<file path="src/rtl/sprite_lane_controller.sv">
// Falling-object lane controller: per-lane position/visibility, hit scoring, miss tracking,
// game-over detection and staggered spawning for the VGA sprite datapath.
module sprite_lane_controller #(
  parameter int unsigned N_LANES     = 10,
  parameter int unsigned COORD_W     = 8,
  parameter int unsigned Y_MAX       = 119,
  parameter int unsigned LANE_PITCH  = 16,
  parameter int unsigned OFFSET_MASK = 7,
  parameter int unsigned RATE_W      = 2,
  parameter int unsigned SCORE_W     = 8,
  parameter int unsigned MISS_LIMIT  = 3,
  parameter logic [15:0] SEED        = 16'hACE1
) (
  input  logic                         clk,
  input  logic                         reset,
  input  logic                         start,
  input  logic                         frame_tick,
  input  logic [$clog2(N_LANES+1)-1:0] active_count,
  input  logic [RATE_W-1:0]            rate,
  input  logic [N_LANES-1:0]           hit,
  output logic [N_LANES*COORD_W-1:0]   x_bus,
  output logic [N_LANES*COORD_W-1:0]   y_bus,
  output logic [N_LANES-1:0]           vis,
  output logic [SCORE_W-1:0]           score,
  output logic [3:0]                   misses,
  output logic                         running,
  output logic                         game_over
);

  typedef enum logic [1:0] {StIdle, StRun, StOver} state_e;

  state_e                       state_q, state_d;
  logic [15:0]                  lfsr_q, lfsr_d;
  logic [N_LANES*COORD_W-1:0]   x_q, x_d, y_q, y_d;
  logic [N_LANES-1:0]           vis_q, vis_d;
  logic [SCORE_W-1:0]           score_q, score_d;
  logic [3:0]                   miss_q, miss_d;
  logic [4:0]                   n_hit, n_miss;
  logic                         spawned;
  logic [SCORE_W+4:0]           score_sum;
  logic [5:0]                   miss_sum;

  always_comb begin
    lfsr_d    = {1'b0, lfsr_q[15:1]} ^ (lfsr_q[0] ? 16'hB400 : 16'h0000);
    state_d   = state_q;
    x_d       = x_q;
    y_d       = y_q;
    vis_d     = vis_q;
    score_d   = score_q;
    miss_d    = miss_q;
    n_hit     = '0;
    n_miss    = '0;
    spawned   = 1'b0;
    score_sum = '0;
    miss_sum  = '0;

    unique case (state_q)
      StIdle, StOver: begin
        if (start) begin
          vis_d   = '0;
          y_d     = '0;
          score_d = '0;
          miss_d  = '0;
          state_d = StRun;
        end
      end
      StRun: begin
        for (int unsigned i = 0; i < N_LANES; i++) begin
          logic               en;
          logic [COORD_W:0]   y_next;
          en     = 32'(active_count) > i;
          y_next = {1'b0, y_q[i*COORD_W +: COORD_W]} + (COORD_W+1)'(rate) + (COORD_W+1)'(1);
          // Priority: disable > hit > edge/move > spawn
          if (vis_q[i] && !en) begin
            vis_d[i]                 = 1'b0;
            y_d[i*COORD_W +: COORD_W] = '0;
          end else if (en && vis_q[i] && hit[i]) begin
            vis_d[i]                 = 1'b0;
            y_d[i*COORD_W +: COORD_W] = '0;
            n_hit                    = n_hit + 5'd1;
          end else if (en && frame_tick && vis_q[i]) begin
            if (y_next >= (COORD_W+1)'(Y_MAX)) begin
              vis_d[i]                 = 1'b0;
              y_d[i*COORD_W +: COORD_W] = '0;
              n_miss                   = n_miss + 5'd1;
            end else begin
              y_d[i*COORD_W +: COORD_W] = y_next[COORD_W-1:0];
            end
          end else if (en && frame_tick && !vis_q[i] && !spawned) begin
            spawned                  = 1'b1;
            vis_d[i]                 = 1'b1;
            y_d[i*COORD_W +: COORD_W] = '0;
            x_d[i*COORD_W +: COORD_W] = COORD_W'(i * LANE_PITCH) +
                                        (lfsr_q[COORD_W-1:0] & COORD_W'(OFFSET_MASK));
          end
        end

        score_sum = (SCORE_W+5)'(score_q) + (SCORE_W+5)'(n_hit);
        if (score_sum > (SCORE_W+5)'({SCORE_W{1'b1}})) score_d = {SCORE_W{1'b1}};
        else                                           score_d = score_sum[SCORE_W-1:0];

        miss_sum = 6'(miss_q) + 6'(n_miss);
        if (miss_sum >= 6'(MISS_LIMIT)) miss_d = 4'(MISS_LIMIT);
        else                            miss_d = miss_sum[3:0];

        if (miss_d == 4'(MISS_LIMIT)) state_d = StOver;
      end
      default: state_d = StIdle;
    endcase
  end

  always_ff @(posedge clk) begin
    if (reset) begin
      state_q <= StIdle;
      lfsr_q  <= SEED;
      x_q     <= '0;
      y_q     <= '0;
      vis_q   <= '0;
      score_q <= '0;
      miss_q  <= '0;
    end else begin
      state_q <= state_d;
      lfsr_q  <= lfsr_d;
      x_q     <= x_d;
      y_q     <= y_d;
      vis_q   <= vis_d;
      score_q <= score_d;
      miss_q  <= miss_d;
    end
  end

  assign x_bus     = x_q;
  assign y_bus     = y_q;
  assign vis       = vis_q;
  assign score     = score_q;
  assign misses    = miss_q;
  assign running   = (state_q == StRun);
  assign game_over = (state_q == StOver);

endmodule

</file>
<file path="config.mk">
export PLATFORM = sky130hd
export DESIGN_NAME = sprite_lane_controller
export DESIGN_NICKNAME = d
export VERILOG_FILES = /design/src/rtl/sprite_lane_controller.sv
export SDC_FILE = /design/constraint.sdc
export NUM_CORES = 1
export LEC_CHECK = 0
export BUFFER_PORTS_ARGS = -buffer_cell sky130_fd_sc_hd__buf_2
export CORE_ASPECT_RATIO = 0.9
export CORE_MARGIN = 5
export CORE_UTILIZATION = 45
export DETAILED_ROUTE_END_ITERATION = 10
export PLACE_DENSITY_LB_ADDON = 0.2
export SLEW_MARGIN = 0
export SYNTH_ARGS = -nofsm -noshare
export SYNTH_HDL_FRONTEND = slang
export SYNTH_SLANG_ARGS = --single-unit
</file>
<file path="constraint.sdc">
create_clock -name clk -period 20.8 [get_ports clk]
set_input_delay 1.04 -clock clk [delete_from_list [all_inputs] [get_ports clk]]
set_output_delay 1.04 -clock clk [all_outputs]
set_load 0.01 [all_outputs]
</file>
==> load_flow_metrics.sql <==
INSERT INTO impl_metrics (metric_group, metric, value, unit) VALUES
('global_route', 'grt_antenna_before_repair', '1', ''),
('worst_hold_path', 'worstHoldEndpoint', 'lfsr_q[5]$_SDFF_PP1_', ''),
('global_route', 'grtUsageTotal', '20.68', '%'),
('floorplan', 'design.core.area', '24190', 'um^2'),
('detailed_routing', 'totalWireLength', '29.48', 'mm'),
('detailed_routing', 'routedWlPerCell', '16.38', 'um'),
('critical_path', 'worst-endpoint-arrival', '10.15', 'ns'),
('power', 'power-per-cell-area', '61.08', 'nW/um^2'),
('timing', 'final.min_clock_period', '9.867', 'ns'),
('synthesis', 'synth-seq-cells', '159', ''),
('floorplan', 'die_h', '158.4', 'um'),
('global_route', 'global_route.overflow_total', '0', ''),
('synthesis', 'synth_simple_gate_area_share', '24.69', '%'),
('floorplan', 'io_pins', '204', ''),
('placement', 'io_buffer_count', '168', ''),
('timing', 'fmax', '0.1013', 'GHz'),
('floorplan', 'die_area', '27710', 'um^2'),
('placement', 'place.gp.congestion', '0.8254', ''),
('timing', 'setup_tns', '0', 'ns'),
('synthesis', 'synth_compound_gate_area_share', '15.61', '%'),
('synthesis', 'number_of_instances_in_the_synthesized_netlist', '1344', ''),
('power', 'irDropWorstVdd', '0.00004243', 'V'),
('detailed_routing', 'vias_per_cell', '5.409', ''),
('critical_path', 'critPathBufInv', '4', ''),
('worst_hold_path', 'holdCritPathClass', 'flip-flop to flip-flop', ''),
('critical_path', 'timing.critical_path.slowest_cell_delay', '0.53', 'ns'),
('critical_path', 'critPathKind', 'input pin to flip-flop', ''),
('detailed_routing', 'first_pass_iters', '5', ''),
('timing', 'grt_setup_unrepaired', 'no', ''),
('synthesis', 'synth_top_family_by_area', 'simple AND/OR/NAND/NOR gates', ''),
('placement', 'detailedPlace.worstSlack', '10.51', 'ns'),
('detailed_routing', 'ant_nets', '0', ''),
('run', 'max_cap_violations', '0', ''),
('critical_path', 'r2r-end', 'misses[1]$_SDFFE_PP0P_', ''),
('clocking', 'cts_tree', 'yes', ''),
('clocking', 'number_of_cts_inserted_buffers', '17', ''),
('timing', 'timing.max_slew.rel_slack', '29.21', '%'),
('critical_path', 'type_of_destination_of_the_critical_path', 'flip-flop', ''),
('timing', 'setup_viol', '0', ''),
('clocking', 'clock-root-buffer', 'sky130_fd_sc_hd__clkbuf_16', ''),
('synthesis', 'synth_seq_area_share', '28.90', '%'),
('synthesis', 'synth-async-reset-ratio', '0', '%'),
('clocking', 'hold_buffers', '0', ''),
('timing', 'final_min_period_over_clock_period', '47.44', '%'),
('clocking', 'cts-htree-levels', '4', ''),
('clocking', 'clock_tree.buffer_depth', '2', ''),
('synthesis', 'mappedNetlistArea', '11020', 'um^2'),
('global_route', 'grt_pass1_wl', '46.80', 'mm'),
('final_layout', 'num-fill-cells', '2321', ''),
('clocking', 'clock_latency', '0.44', 'ns'),
('critical_path', 'critPathMostFrequentCell', 'sky130_fd_sc_hd__ha_1', ''),
('detailed_routing', 'post-route-drc-count', '0', ''),
('final_layout', 'flow.area_growth_from_synthesis', '12.73', '%'),
('critical_path', 'critical-path-slowest-cell', 'sky130_fd_sc_hd__or4_4', ''),
('synthesis', 'postSynthAreaPerCell', '8.196', 'um^2'),
('critical_path', 'regToRegStartpoint', 'y_bus[0]$_SDFFE_PP0P_', ''),
('timing', 'worst_pin_slew', '1.054', 'ns'),
('detailed_routing', 'detailroute.via_count', '9736', ''),
('final_layout', 'post-route-util', '51.34', '%'),
('worst_hold_path', 'hold_depth', '1', ''),
('global_route', 'via_count_of_the_first_global_routing_pass', '8967', ''),
('worst_hold_path', 'worst_min_delay_path_startpoint', 'lfsr_q[6]$_SDFF_PP1_', ''),
('critical_path', 'r2r_cells', '38', ''),
('detailed_routing', 'first_iter_violations', '733', ''),
('clocking', 'tritoncts_num_sinks', '159', ''),
('placement', 'dp.final_hpwl', '22.05', 'mm'),
('synthesis', 'synthMuxAreaShare', '5.032', '%'),
('synthesis', 'flip_flop_cell_with_the_highest_count_after_synthesis', 'sky130_fd_sc_hd__dfxtp_1', ''),
('status', 'outcome', 'finished clean', ''),
('clocking', 'ctsResizeCount', '0', ''),
('critical_path', 'timing.critical_path.from_type', 'input pin', '');
-- power by group --
group	total (mW)	internal (mW)	switching [mW]	leakage (nW)
clock	0.326	0.165	0.161	0.298
sequential	0.322	0.312	0.00978	1.29
combinational	0.111	0.0379	0.0728	3.68
total	0.758	0.515	0.243	5.27
-- layer usage --
layer,up-vias,wire length (um),share of wire [%],track usage (%)
met2,304,13520,46,33.81
met3,34,2044,6.9,4.297
met1,4531,13290,45,27.71
met4,0,633,2.1,6.470
met5,-,0,0,0
li1,4867,-,-,-
-- worst max-delay path by stage --
stage,from,cells after the start,slack [ns],end
3_5_place_dp,rate[0],38,10.51,state_q[1]$_SDFFE_PP0P_
6_report,rate[0],38,10.93,misses[1]$_SDFFE_PP0P_
5_1_grt,rate[0],38,10.35,state_q[1]$_SDFFE_PP0P_
3_3_place_gp,rate[0],38,10.65,misses[0]$_SDFFE_PP0P_
4_1_cts,rate[0],38,10.95,misses[1]$_SDFFE_PP0P_
2_1_floorplan,rate[1],36,11.56,misses[1]$_SDFFE_PP0P_
-- cells in the mapped netlist, drive strengths merged, types with 5 or more instances --
cell	n	area (um^2)
nor2	208	783.3
dfxtp	159	3183
nand2	92	345.3
a21oi	89	456.7
inv	70	262.8
xnor2	66	645.6
buf	56	435.4
o21ai	51	270.3
ha	47	588.1
nand3	46	240.2
mux2i	40	400.4
nor2b	39	251.5
xor2	39	394.1
clkbuf	38	176.4
nor3	29	155.2
nand4	18	112.6
nand2b	17	113.9
a211oi	15	122.6
or3	14	87.58
mux2	13	153.9
or2	13	83.84
and3	12	80.08
fa	12	240.2
a31oi	11	83.83
o31ai	11	92.58
nor4	10	62.56
nand3b	9	80.08
nor3b	9	72.57
o211ai	9	72.57
or4	9	78.82
a21o	7	53.80
o2111ai	6	65.06
and2	5	32.53
and3b	5	43.79
-- cells in the final DEF (no fill, tap or decap), drive strengths merged, types with 13 or more instances in the layout --
cell type / instances
nor2: 208
buf: 175
dfxtp: 159
nand2: 92
a21oi: 89
inv: 79
xnor2: 66
o21ai: 51
ha: 47
nand3: 46
mux2i: 40
nor2b: 39
xor2: 39
conb: 35
nor3: 29
nand4: 18
clkbuf: 17
nand2b: 17
a211oi: 15
or3: 14
or2: 13
mux2: 13
-- state kept, by name, summed over array words and instances, names as in the netlist --
| register | cells |
|---|---|
| lfsr_q | 16 |
| state_q | 2 |
| y_bus | 80 |
| misses | 4 |
| x_bus | 39 |
| vis | 10 |
| score | 8 |
-- final cells by class --
class	count	area, um^2	area share, %
antenna	2	5.005	0.04030
clock inverter	15	183.9	1.481
clock buffer	17	425.4	3.426
multi-input combinational	1053	7059	56.85
timing repair buffer	175	895.9	7.214
sequential	159	3183	25.63
tap	308	385.4	3.103
inverter	71	280.3	2.257
-- stage by stage --
| step | area, um^2 | std cells | hold slack (ns) | total power [mW] |
|---|---|---|---|---|
| 2_1_floorplan | 11140 | 1378 | 0.3895 | 0.4114 |
| 3_3_place_gp | 11800 | 1766 | 0.3917 | 0.4366 |
| 3_5_place_dp | 11800 | 1766 | 0.3933 | 0.4386 |
| 4_1_cts | 12410 | 1798 | 0.4102 | 0.7650 |
| 5_1_grt | 12420 | 1799 | 0.4197 | 0.7909 |
| 6_report | 12420 | 1800 | 0.4090 | 0.7585 |
-- logic make-up after synthesis --
| group | after synthesis |
|---|---|
| other cells | 1 |
| buf+inv | 166 |
| compound gates | 250 |
| fa+ha+maj | 63 |
| flops | 159 |
| simple gates | 546 |
| xor+xnor | 106 |
| mux | 53 |
(Power assumes the default switching activity.)
